File: src/rtl/fetch_pkg.sv
// fetch_pkg: types and constants shared by the instruction-fetch stage.
// Holds the fetch FSM state encoding, the fetch-buffer entry layout and
// the instruction size used for sequential PC advance.
package fetch_pkg;

  typedef enum logic [1:0] {
    RUN  = 2'd0,
    HALT = 2'd1,
    TRAP = 2'd2
  } fetch_state_t;

  typedef struct packed {
    logic [31:0] inst;
    logic [31:0] pc;
  } fetch_entry_t;

  localparam logic [31:0] INST_BYTES = 32'd4;

  // Word index presented to instruction memory for a byte address.
  function automatic logic [31:0] word_index(input logic [31:0] byte_addr);
    return {2'b00, byte_addr[31:2]};
  endfunction

endpackage

File: src/rtl/fetch_buffer.sv
// fetch_buffer: 2-entry circular FIFO of {inst, pc} between instruction
// memory and the decoder. Flush empties it in one cycle; push and pop in
// the same cycle are legal even when full (the slot being freed is reused).
module fetch_buffer
  import fetch_pkg::*;
(
  input  logic         clk,
  input  logic         rst,
  input  logic         push,
  input  logic         pop,
  input  logic         flush,
  input  fetch_entry_t push_entry,
  output logic [1:0]   count,
  output logic         head_valid,
  output fetch_entry_t head_entry
);

  fetch_entry_t mem_r [2];
  logic         head_r;
  logic         tail_r;
  logic [1:0]   count_r;
  logic [1:0]   count_nxt_s;

  // Next occupancy from the push/pop pair; simultaneous push and pop keeps it.
  always_comb begin
    count_nxt_s = count_r;
    case ({push, pop})
      2'b10:   count_nxt_s = count_r + 2'd1;
      2'b01:   count_nxt_s = count_r - 2'd1;
      default: count_nxt_s = count_r;
    endcase
  end

  // Storage, pointers and count; flush drops everything, contents are stale.
  always_ff @(posedge clk) begin
    if (!rst) begin
      mem_r[0] <= '0;
      mem_r[1] <= '0;
      head_r   <= 1'b0;
      tail_r   <= 1'b0;
      count_r  <= 2'd0;
    end else if (flush) begin
      head_r   <= 1'b0;
      tail_r   <= 1'b0;
      count_r  <= 2'd0;
    end else begin
      if (push) begin
        mem_r[tail_r] <= push_entry;
        tail_r        <= ~tail_r;
      end
      if (pop) begin
        head_r <= ~head_r;
      end
      count_r <= count_nxt_s;
    end
  end

  assign count      = count_r;
  assign head_valid = (count_r != 2'd0);
  assign head_entry = mem_r[head_r];

endmodule

File: src/rtl/fetch_unit.sv
// fetch_unit: instruction-fetch stage. Owns the PC, drives the word address
// of instruction memory, captures returned words into fetch_buffer and hands
// them to the decoder over valid/ready. Redirects flush the buffer and win
// over push and pop. Fetch stops once the PC runs past IMEM_DEPTH words.
// Optional feature macro: FETCH_MISALIGN_TRAP_EN -- when defined, a redirect
// with a non-zero low address pair enters TRAP instead of being aligned.
module fetch_unit
  import fetch_pkg::*;
#(
  parameter logic [31:0] RESET_PC   = 32'h0000_0000,
  parameter int unsigned IMEM_DEPTH = 1001
) (
  input  logic        clk,
  input  logic        rst,
  output logic [31:0] imem_addr,
  input  logic [31:0] imem_inst,
  input  logic        redirect_valid,
  input  logic [31:0] redirect_pc,
  output logic        out_valid,
  input  logic        out_ready,
  output logic [31:0] out_inst,
  output logic [31:0] out_pc,
  output logic        fetch_halt,
  output logic        trap_o
);

  fetch_state_t state_r;
  fetch_state_t state_nxt_s;
  logic [31:0]  pc_r;
  logic [31:0]  pc_nxt_s;
  logic [31:0]  pc_inc_s;
  logic [31:0]  target_s;
  logic         push_s;
  logic         pop_s;
  logic         pop_eff_s;
  logic         flush_s;
  logic [1:0]   count_s;
  logic         head_valid_s;
  fetch_entry_t head_entry_s;
  fetch_entry_t push_entry_s;

  // True when a byte address maps inside instruction memory.
  function automatic logic in_range(input logic [31:0] byte_addr);
    return word_index(byte_addr) < 32'(IMEM_DEPTH);
  endfunction

`ifdef FETCH_MISALIGN_TRAP_EN
  logic misalign_s;
  assign misalign_s = (redirect_pc[1:0] != 2'b00);
  assign target_s   = redirect_pc;
`else
  assign target_s   = redirect_pc & 32'hFFFF_FFFC;
`endif

  assign pc_inc_s     = pc_r + INST_BYTES;
  assign pop_s        = head_valid_s & out_ready;
  assign push_entry_s = '{inst: imem_inst, pc: pc_r};

  // Next state, next PC and buffer controls; redirect overrides push and pop.
  always_comb begin
    state_nxt_s = state_r;
    pc_nxt_s    = pc_r;
    push_s      = 1'b0;
    pop_eff_s   = 1'b0;
    flush_s     = 1'b0;
    if (redirect_valid) begin
      flush_s  = 1'b1;
      pc_nxt_s = target_s;
`ifdef FETCH_MISALIGN_TRAP_EN
      if (misalign_s) begin
        state_nxt_s = TRAP;
      end else if (in_range(target_s)) begin
        state_nxt_s = RUN;
      end else begin
        state_nxt_s = HALT;
      end
`else
      if (in_range(target_s)) begin
        state_nxt_s = RUN;
      end else begin
        state_nxt_s = HALT;
      end
`endif
    end else begin
      pop_eff_s = pop_s;
      case (state_r)
        RUN: begin
          if ((count_s < 2'd2) || pop_s) begin
            push_s   = 1'b1;
            pc_nxt_s = pc_inc_s;
            if (in_range(pc_inc_s)) begin
              state_nxt_s = RUN;
            end else begin
              state_nxt_s = HALT;
            end
          end else begin
            state_nxt_s = RUN;
          end
        end
        HALT:    state_nxt_s = HALT;
        TRAP:    state_nxt_s = TRAP;
        default: state_nxt_s = HALT;
      endcase
    end
  end

  // State and PC registers.
  always_ff @(posedge clk) begin
    if (!rst) begin
      state_r <= RUN;
      pc_r    <= RESET_PC;
    end else begin
      state_r <= state_nxt_s;
      pc_r    <= pc_nxt_s;
    end
  end

  fetch_buffer u_fetch_buffer (
    .clk        (clk),
    .rst        (rst),
    .push       (push_s),
    .pop        (pop_eff_s),
    .flush      (flush_s),
    .push_entry (push_entry_s),
    .count      (count_s),
    .head_valid (head_valid_s),
    .head_entry (head_entry_s)
  );

  assign imem_addr  = word_index(pc_r);
  assign out_valid  = head_valid_s;
  assign out_inst   = head_entry_s.inst;
  assign out_pc     = head_entry_s.pc;
  assign fetch_halt = (state_r == HALT);
`ifdef FETCH_MISALIGN_TRAP_EN
  assign trap_o     = (state_r == TRAP);
`else
  assign trap_o     = 1'b0;
`endif

endmodule

File: config.mk
export PLATFORM = sky130hd
export DESIGN_NAME = fetch_unit
export DESIGN_NICKNAME = d
export VERILOG_FILES = /design/src/rtl/fetch_pkg.sv /design/src/rtl/fetch_buffer.sv /design/src/rtl/fetch_unit.sv
export SDC_FILE = /design/constraint.sdc
export NUM_CORES = 1
export LEC_CHECK = 0
export ABC_CLOCK_PERIOD_IN_PS = 9090
export CORE_UTILIZATION = 50
export DETAILED_ROUTE_END_ITERATION = 6
export HOLD_SLACK_MARGIN = 0.12
export MAX_ROUTING_LAYER = met4
export PLACE_DENSITY = 0.78
export SLEW_MARGIN = 5
export SYNTH_ARGS = -nofsm -noshare
export SYNTH_HDL_FRONTEND = slang
export SYNTH_SLANG_ARGS = --single-unit
File: constraint.sdc
create_clock -name clk -period 9.09 [get_ports clk]
set_clock_uncertainty 0.2 [all_clocks]
set_input_delay 1.3635 -clock clk [delete_from_list [all_inputs] [get_ports clk]]
set_output_delay 1.3635 -clock clk [all_outputs]
set_load 0.1 [all_outputs]
# == After elaboration in Yosys (flattened, before gate mapping) ==
# Memories as Yosys holds them, arrays and structs flattened. A register that Yosys moved wholly into a read port is not among the register bits.
# Index checks and enable logic that the tools add are counted.
# word_totals
regBits,38
n_memories,1
inputBits,68
ram_bits,128
# classes
order_cmp,3
bitwise,4
addsub,3
mux,24
eq_ne,4
reduce_logical,11
# mem_list
name,words,word_bits,read_ports,rd_ports_with_merged_regs,wr,line_no,text
u_fetch_buffer.mem_r,2,64,1,1,2,fetch_buffer.sv:18,fetch_entry_t mem_r [2];
# ops
operator,count
$mux W32,3
$mux W64,1
$reduce_or A64 Y1,1
$lt A30 B10 Y1 const B,2
$add A32 B3 Y32 const B,1
$mux W1,16
$pmux W2 S2,2
$reduce_bool A2 Y1,4
$eq A2 B1 Y1 const B,2
$eq A2 B2 Y1 const B,2
$mux W2,2
$reduce_and A2 Y1,2
$reduce_or A2 Y1,2
$not A1 Y1,3
$add A2 B1 Y2 const B,1
$logic_not A2 Y1,1
$lt A2 B2 Y1 const B,1
$sub A2 B1 Y2 const B,1
$and A1 B1 Y1,1
$logic_or A1 B1 Y1,1

# == Logic depth before layout (Yosys ltp) ==
# Gate-level depths: netlist of the first run.
# depth
word_depth,12
depth_mapped,9
depth_no_buf,7

# == By module ==
# A second synthesis of the first run with hierarchy kept.
# unflattened
hier_cells,712
area_unflattened_um2,8239.2
# modules_own_cells
module,instances,seq_area_each_um2,cells_each,area_per_inst_um2
fetch_buffer,1,3943.8,381,5765.5
fetch_unit,1,640.6,331,2473.6

# == Worst setup path before layout of the first run ==
# No wires, ideal clock.
# synth_timing
kind,in2reg
start,input out_ready
end,memory u_fetch_buffer.mem_r[0][10] (netlist name) (enable)
stages,5
t_required_ns,8.322
path_buffers,1
setup_slack_ns,1.783
arrival_ns,6.540
path_cell_list,nand2b_1 -> and2_0 -> clkbuf_1 -> nand2_1 -> o21ai_0
# synth_lines
item,line_no,text
"start, declared",fetch_unit.sv:20,"input logic out_ready,"
"end, declared",fetch_buffer.sv:18,

==> results.yml, run 1 <==
worst_setup_path:
  worstPathCellList: "clkdlybuf4s50_1 > buf_4 > inv_1 > nand2_1 > nor3_2 > buf_4 > nand2b_4"
  required_ns: 8.93
  cp_max_fo: 62
  max_stage_delay_ns: 0.80
  cpMaxStageDelayCell: "nand2b_4"
  crit_type: "in2reg"
  cpLargestDelayFamily: "buffers and inverters"
  cpMostUsedCell: "buf_4"
  crit_path_end_kind: "flip-flop"
  worstSetupStartpointType: "primary input"
  crit_buf_inv: 4
  worstPathArrival_ns: 4.56
grt:
  grt_usage_pct: 22.6
  grt_pass1_vias: 5634
  grt_max_degree: 63
  grt_pass1_wl_mm: 28.0
  antenna_found_initial: 0
  grt_overflow: 0
routing:
  via_count: 5638
  ant_nets: 0
  drtPass1Iterations: 5
  drtIter0Drc: 416
  remaining_drc_errors: 0
  routed_wl_mm: 17.8
  viasPerCell: 5.40
  wl_per_cell_microns: 17.1
floorplan:
  start_util_pct: 51.0
  die_w_microns: 129
  rows: 46
  fp.coreArea_sq_mm: 0.0158
  die_y_microns: 129
  die_area_sq_mm: 0.0167
  ios: 167
clock_network:
  h-tree-depth: 4
  cts_root_buf: "clkbuf_16"
  worstSkewPairLatency_ns: 0.42
  hold_buffers: 0
  cts_resized: 0
  post_cts_buffers: 0
  cts_buffers: 17
  cts.sinks: 161
  cts_tree: "built"
  cts_buffer_depth: 2
  clk_pin_slew_worst_paths_ns: 0.06
final_layout:
  nFillCells: 1188
  area_growth_pct: 28.1
  utilization_pct: 65.4
  fin_area_sq_mm: 0.0103
  nNetsFinal: 886
  multi_input_comb_area_sq_mm: 0.00334
  stdcell_count: 1044
  seqCellArea_sq_mm: 0.00447
  diodes: 0
  drive_above_1_share_pct: 14.5
place:
  dp.cells: 1012
  hpwl_mm: 11.6
  io_buffers: 159
  pre_cts_ws_ns: 3.95
  postPlaceCellArea_sq_mm: 0.00973
  gp_congestion: 0.861
timing:
  drv_slew: 0
  tightest_slew_ns: 1.03
  slew_headroom_pct: 30.8
  hold_viol: 0
  period_minus_slack_ns: 4.72
  fmax_mhz: 212
  fin_ws_ns: 4.37
  final.setup.tns_ns: 0
  fin_crit_sh_pct: 51.9
  setup_viol: 0
  rsz0062_at_grt: "no"
  whs_ns: 0.290
yosys:
  synth_cells: 685
  synth.top_cells.by_count: "and2_1, edfxtp_1, mux2_2"
  ys_seq_area_share_pct: 55.3
  ys_types: 59
  ys_async_sr_fraction_pct: 0
  synth_edf_count: 124
  yosys.cell_count.top_type: "and2_1"
  syn_area_sq_mm: 0.00808
  yosys_register_bits: 161
  synth_top_cell_area_share_pct: 46.1
  synth_area_per_cell_sq_um: 11.8
  ys_top_cells_by_area: "edfxtp_1, and2_1, dfxtp_1"
  yosys.area.top_type: "edfxtp_1"
  synth_ff_type: "edfxtp_1"
  yosys_warnings: 0
run_status:
  outcome: "finished clean"
power_and_ir_drop:
  powerDensity_mw_per_mm2: 197
  ir_drop_mv: 0.128
  design_power_total_mw: 2.04
  leakage_nw: 3.91
hold_path:
  hold_path_class: "reg2reg"
run:
  maxCapViolCount: 0
registers in the layout, summed over array words and instances, names as in the netlist, named ones only:
signal / flops
state_r: 2
u_fetch_buffer.tail_r: 1
pc_r: 30
u_fetch_buffer.count: 2
u_fetch_buffer.head_r: 1
u_fetch_buffer.mem_r: 124
report_power, final:
part / total (mW) / internal [mW] / switching [mW]
combinational: 0.428 / 0.119 / 0.309
sequential: 0.870 / 0.835 / 0.0343
clock: 0.744 / 0.461 / 0.284
kinds of logic after synthesis:
logic type / count (synthesis) / synth area share (%)
compound gates: 59 / 5.62
simple gates: 296 / 21.6
fa+ha+maj: 3 / 0.465
mux: 63 / 8.77
buf+inv: 62 / 3.89
flops: 161 / 55.3
other cells: 1 / 0.0464
xor+xnor: 40 / 4.34
final timing paths:
path	end	start	slack, ns	depth (start not counted)
hold reg to reg	state_r[1]$_SDFF_PP0_	state_r[1]$_SDFF_PP0_	0.29	1
setup / recovery	u_fetch_buffer.mem_r[1][63]$_SDFFCE_PN0P_	redirect_valid	4.37	7
hold / removal	state_r[1]$_SDFF_PP0_	state_r[1]$_SDFF_PP0_	0.29	1
setup reg to reg	u_fetch_buffer.mem_r[0][56]$_SDFFCE_PN0P_	state_r[0]$_SDFF_PN0_	5.91	5
routing by layer:
layer  vias to the layer above  global-route usage, %  part of all wire [%]
li1                       2710                      -                     -
met1                      2714                   27.6                    44
met2                       195                   37.8                    49
met3                        19                   3.88                   5.5
met4                         0                   7.82                   1.4
met5                         -                      -                     0
layout by cell type, fill, tap and decap left out, drive strengths merged, types with 3 or more instances in the layout:
cell type	n
clkdlybuf4s50	159
and2	136
edfxtp	124
mux2	62
nand2	45
dfxtp	37
xnor2	25
nor4	19
clkbuf	19
nand3	18
o211a	17
o21ai	16
xor2	15
nand4	14
nor2	13
and3	13
nor3	13
nand2b	11
inv	7
buf	6
and4	6
conb	5
bufinv	4
clkinv	4
or3	3
a21oi	3
a211oi	3
a31oi	3
ha	3
layout make-up:
cell class	instances	area share, %
clock buffer	19	4.18
clock inverter	13	1.78
inverter	4	0.145
multi-input combinational	466	32.3
sequential	161	43.2
tap	216	2.61
timing repair buffer	165	15.8
Note: power is estimated with default switching activity, not from simulation.
==> run 2: changes to the inputs <==
Settings changed: ABC_CLOCK_PERIOD_IN_PS 9090 to 4900.
Clock period 9.09 ns to 4.9 ns, I/O delays scaled along.
==> results.yml, run 2 (synthesized netlist as in run 1, its figures left out) <==
clock_network:
  hold_buffers: 0
  clk_pin_slew_worst_paths_ns: 0.06
  cts.sinks: 161
  cts_buffer_depth: 2
  post_cts_buffers: 0
  cts_root_buf: "clkbuf_16"
  worstSkewPairLatency_ns: 0.42
  cts_resized: 0
  cts_tree: "built"
  cts_buffers: 17
  h-tree-depth: 4
timing:
  period_minus_slack_ns: 3.84
  drv_slew: 0
  rsz0062_at_grt: "no"
  slew_headroom_pct: 30.9
  setup_viol: 0
  tightest_slew_ns: 1.03
  hold_viol: 0
  fin_ws_ns: 1.06
  fin_crit_sh_pct: 78.4
  fmax_mhz: 260
  final.setup.tns_ns: 0
final_layout:
  regMostFlops: "u_fetch_buffer.mem_r"
  largest_reg_flops: 124
  utilization_pct: 65.4
  nNetsFinal: 888
  reg.largest.list: "u_fetch_buffer.mem_r: 124 flops, pc_r: 30 flops"
  fin_area_sq_mm: 0.0103
  drive_above_1_share_pct: 14.6
  layout_commonest_cell: "clkdlybuf4s50_1"
  area_growth_pct: 28.1
  diodes: 0
  final_cell_mix: "clkdlybuf4s50_1, and2_1, edfxtp_1"
floorplan:
  fp.coreArea_sq_mm: 0.0158
  die_area_sq_mm: 0.0167
  rows: 46
  die_w_microns: 129
  die_y_microns: 129
  ios: 167
  start_util_pct: 51.0
routing:
  ant_nets: 0
  via_count: 5769
  remaining_drc_errors: 0
  viasPerCell: 5.52
  wl_per_cell_microns: 17.5
  routed_wl_mm: 18.3
  drtIter0Drc: 619
  drtPass1Iterations: 5
place:
  gp_congestion: 0.854
  pre_cts_ws_ns: 1.40
  postPlaceCellArea_sq_mm: 0.00976
  io_buffers: 159
  hpwl_mm: 11.7
worst_setup_path:
  crit_path_end_kind: "output port"
  worstPathArrival_ns: 2.91
  cp-endpoint: "out_pc[16]"
  worstSetupStartpointType: "flip-flop"
  crit_buf_inv: 2
  required_ns: 3.96
  crit_type: "reg2out"
  r2r_end: "pc_r[22]$_SDFFE_PN0P_"
  max_stage_delay_ns: 1.15
  cpLargestDelayFamily: "buffers and inverters"
  r2r-start: "pc_r[2]$_SDFFE_PN0P_"
  cpMaxStageDelayCell: "clkdlybuf4s50_1"
  cp_max_fo: 62
  ff2ff_path_depth: 7
  worstPathCellList: "buf_4 > mux2_2 > clkdlybuf4s50_1"
  reg2reg_slack_ns: 2.17
  cp.depth: 3
power_and_ir_drop:
  leakage_nw: 3.92
  ir_drop_mv: 0.268
  powerDensity_mw_per_mm2: 360
run_status:
  outcome: "finished clean"
hold_path:
  hold_path_class: "reg2reg"
  hold_start: "state_r[1]$_SDFF_PP0_"
grt:
  antenna_found_initial: 0
  grt_max_degree: 63
  grt_overflow: 0
  grt_usage_pct: 23.2
  grt_pass1_wl_mm: 28.6
  grt_pass1_vias: 5544
run:
  maxCapViolCount: 0
run 2: stage by stage:
step	hold WS (ns)	instances	total power, mW
after floorplan	0.256	689	2.23
after global placement	0.284	1014	2.43
after detailed placement	0.285	1014	2.44
after CTS	0.293	1046	3.74
after global routing	0.314	1046	3.84
final	0.291	1046	3.72
run 2: power by group:
part	internal (mW)	switching, mW
Sequential	1.55	0.0640
Clock	0.788	0.523
Combinational	0.224	0.576
Total	2.56	1.16
run 2: worst min path at each step:
stage	to	slack (ns)	depth (start not counted)
2_1_floorplan	state_r[1]$_SDFF_PP0_	0.26	1
3_3_place_gp	state_r[1]$_SDFF_PP0_	0.28	1
3_5_place_dp	state_r[1]$_SDFF_PP0_	0.28	1
4_1_cts	state_r[1]$_SDFF_PP0_	0.29	1
5_1_grt	state_r[1]$_SDFF_PP0_	0.31	1
6_report	state_r[1]$_SDFF_PP0_	0.29	1
run 2: per-layer routing:
| layer | share of wire, % | GRT usage (%) | up-vias |
|---|---|---|---|
| met1 | 45 | 29.6 | 2802 |
| met5 | 0 | - | - |
| li1 | - | - | 2716 |
| met4 | 1.0 | 7.82 | 0 |
| met2 | 48 | 37.0 | 228 |
| met3 | 5.8 | 4.29 | 23 |
run 2: final cells by class:
type | count | area, sq um
clock inverter | 7 | 70.1
timing repair buffer | 167 | 1660
inverter | 4 | 15.0
fill | 1214 | 5480
clock buffer | 25 | 518
tap | 216 | 270
multi-input combinational | 466 | 3340
sequential | 161 | 4470
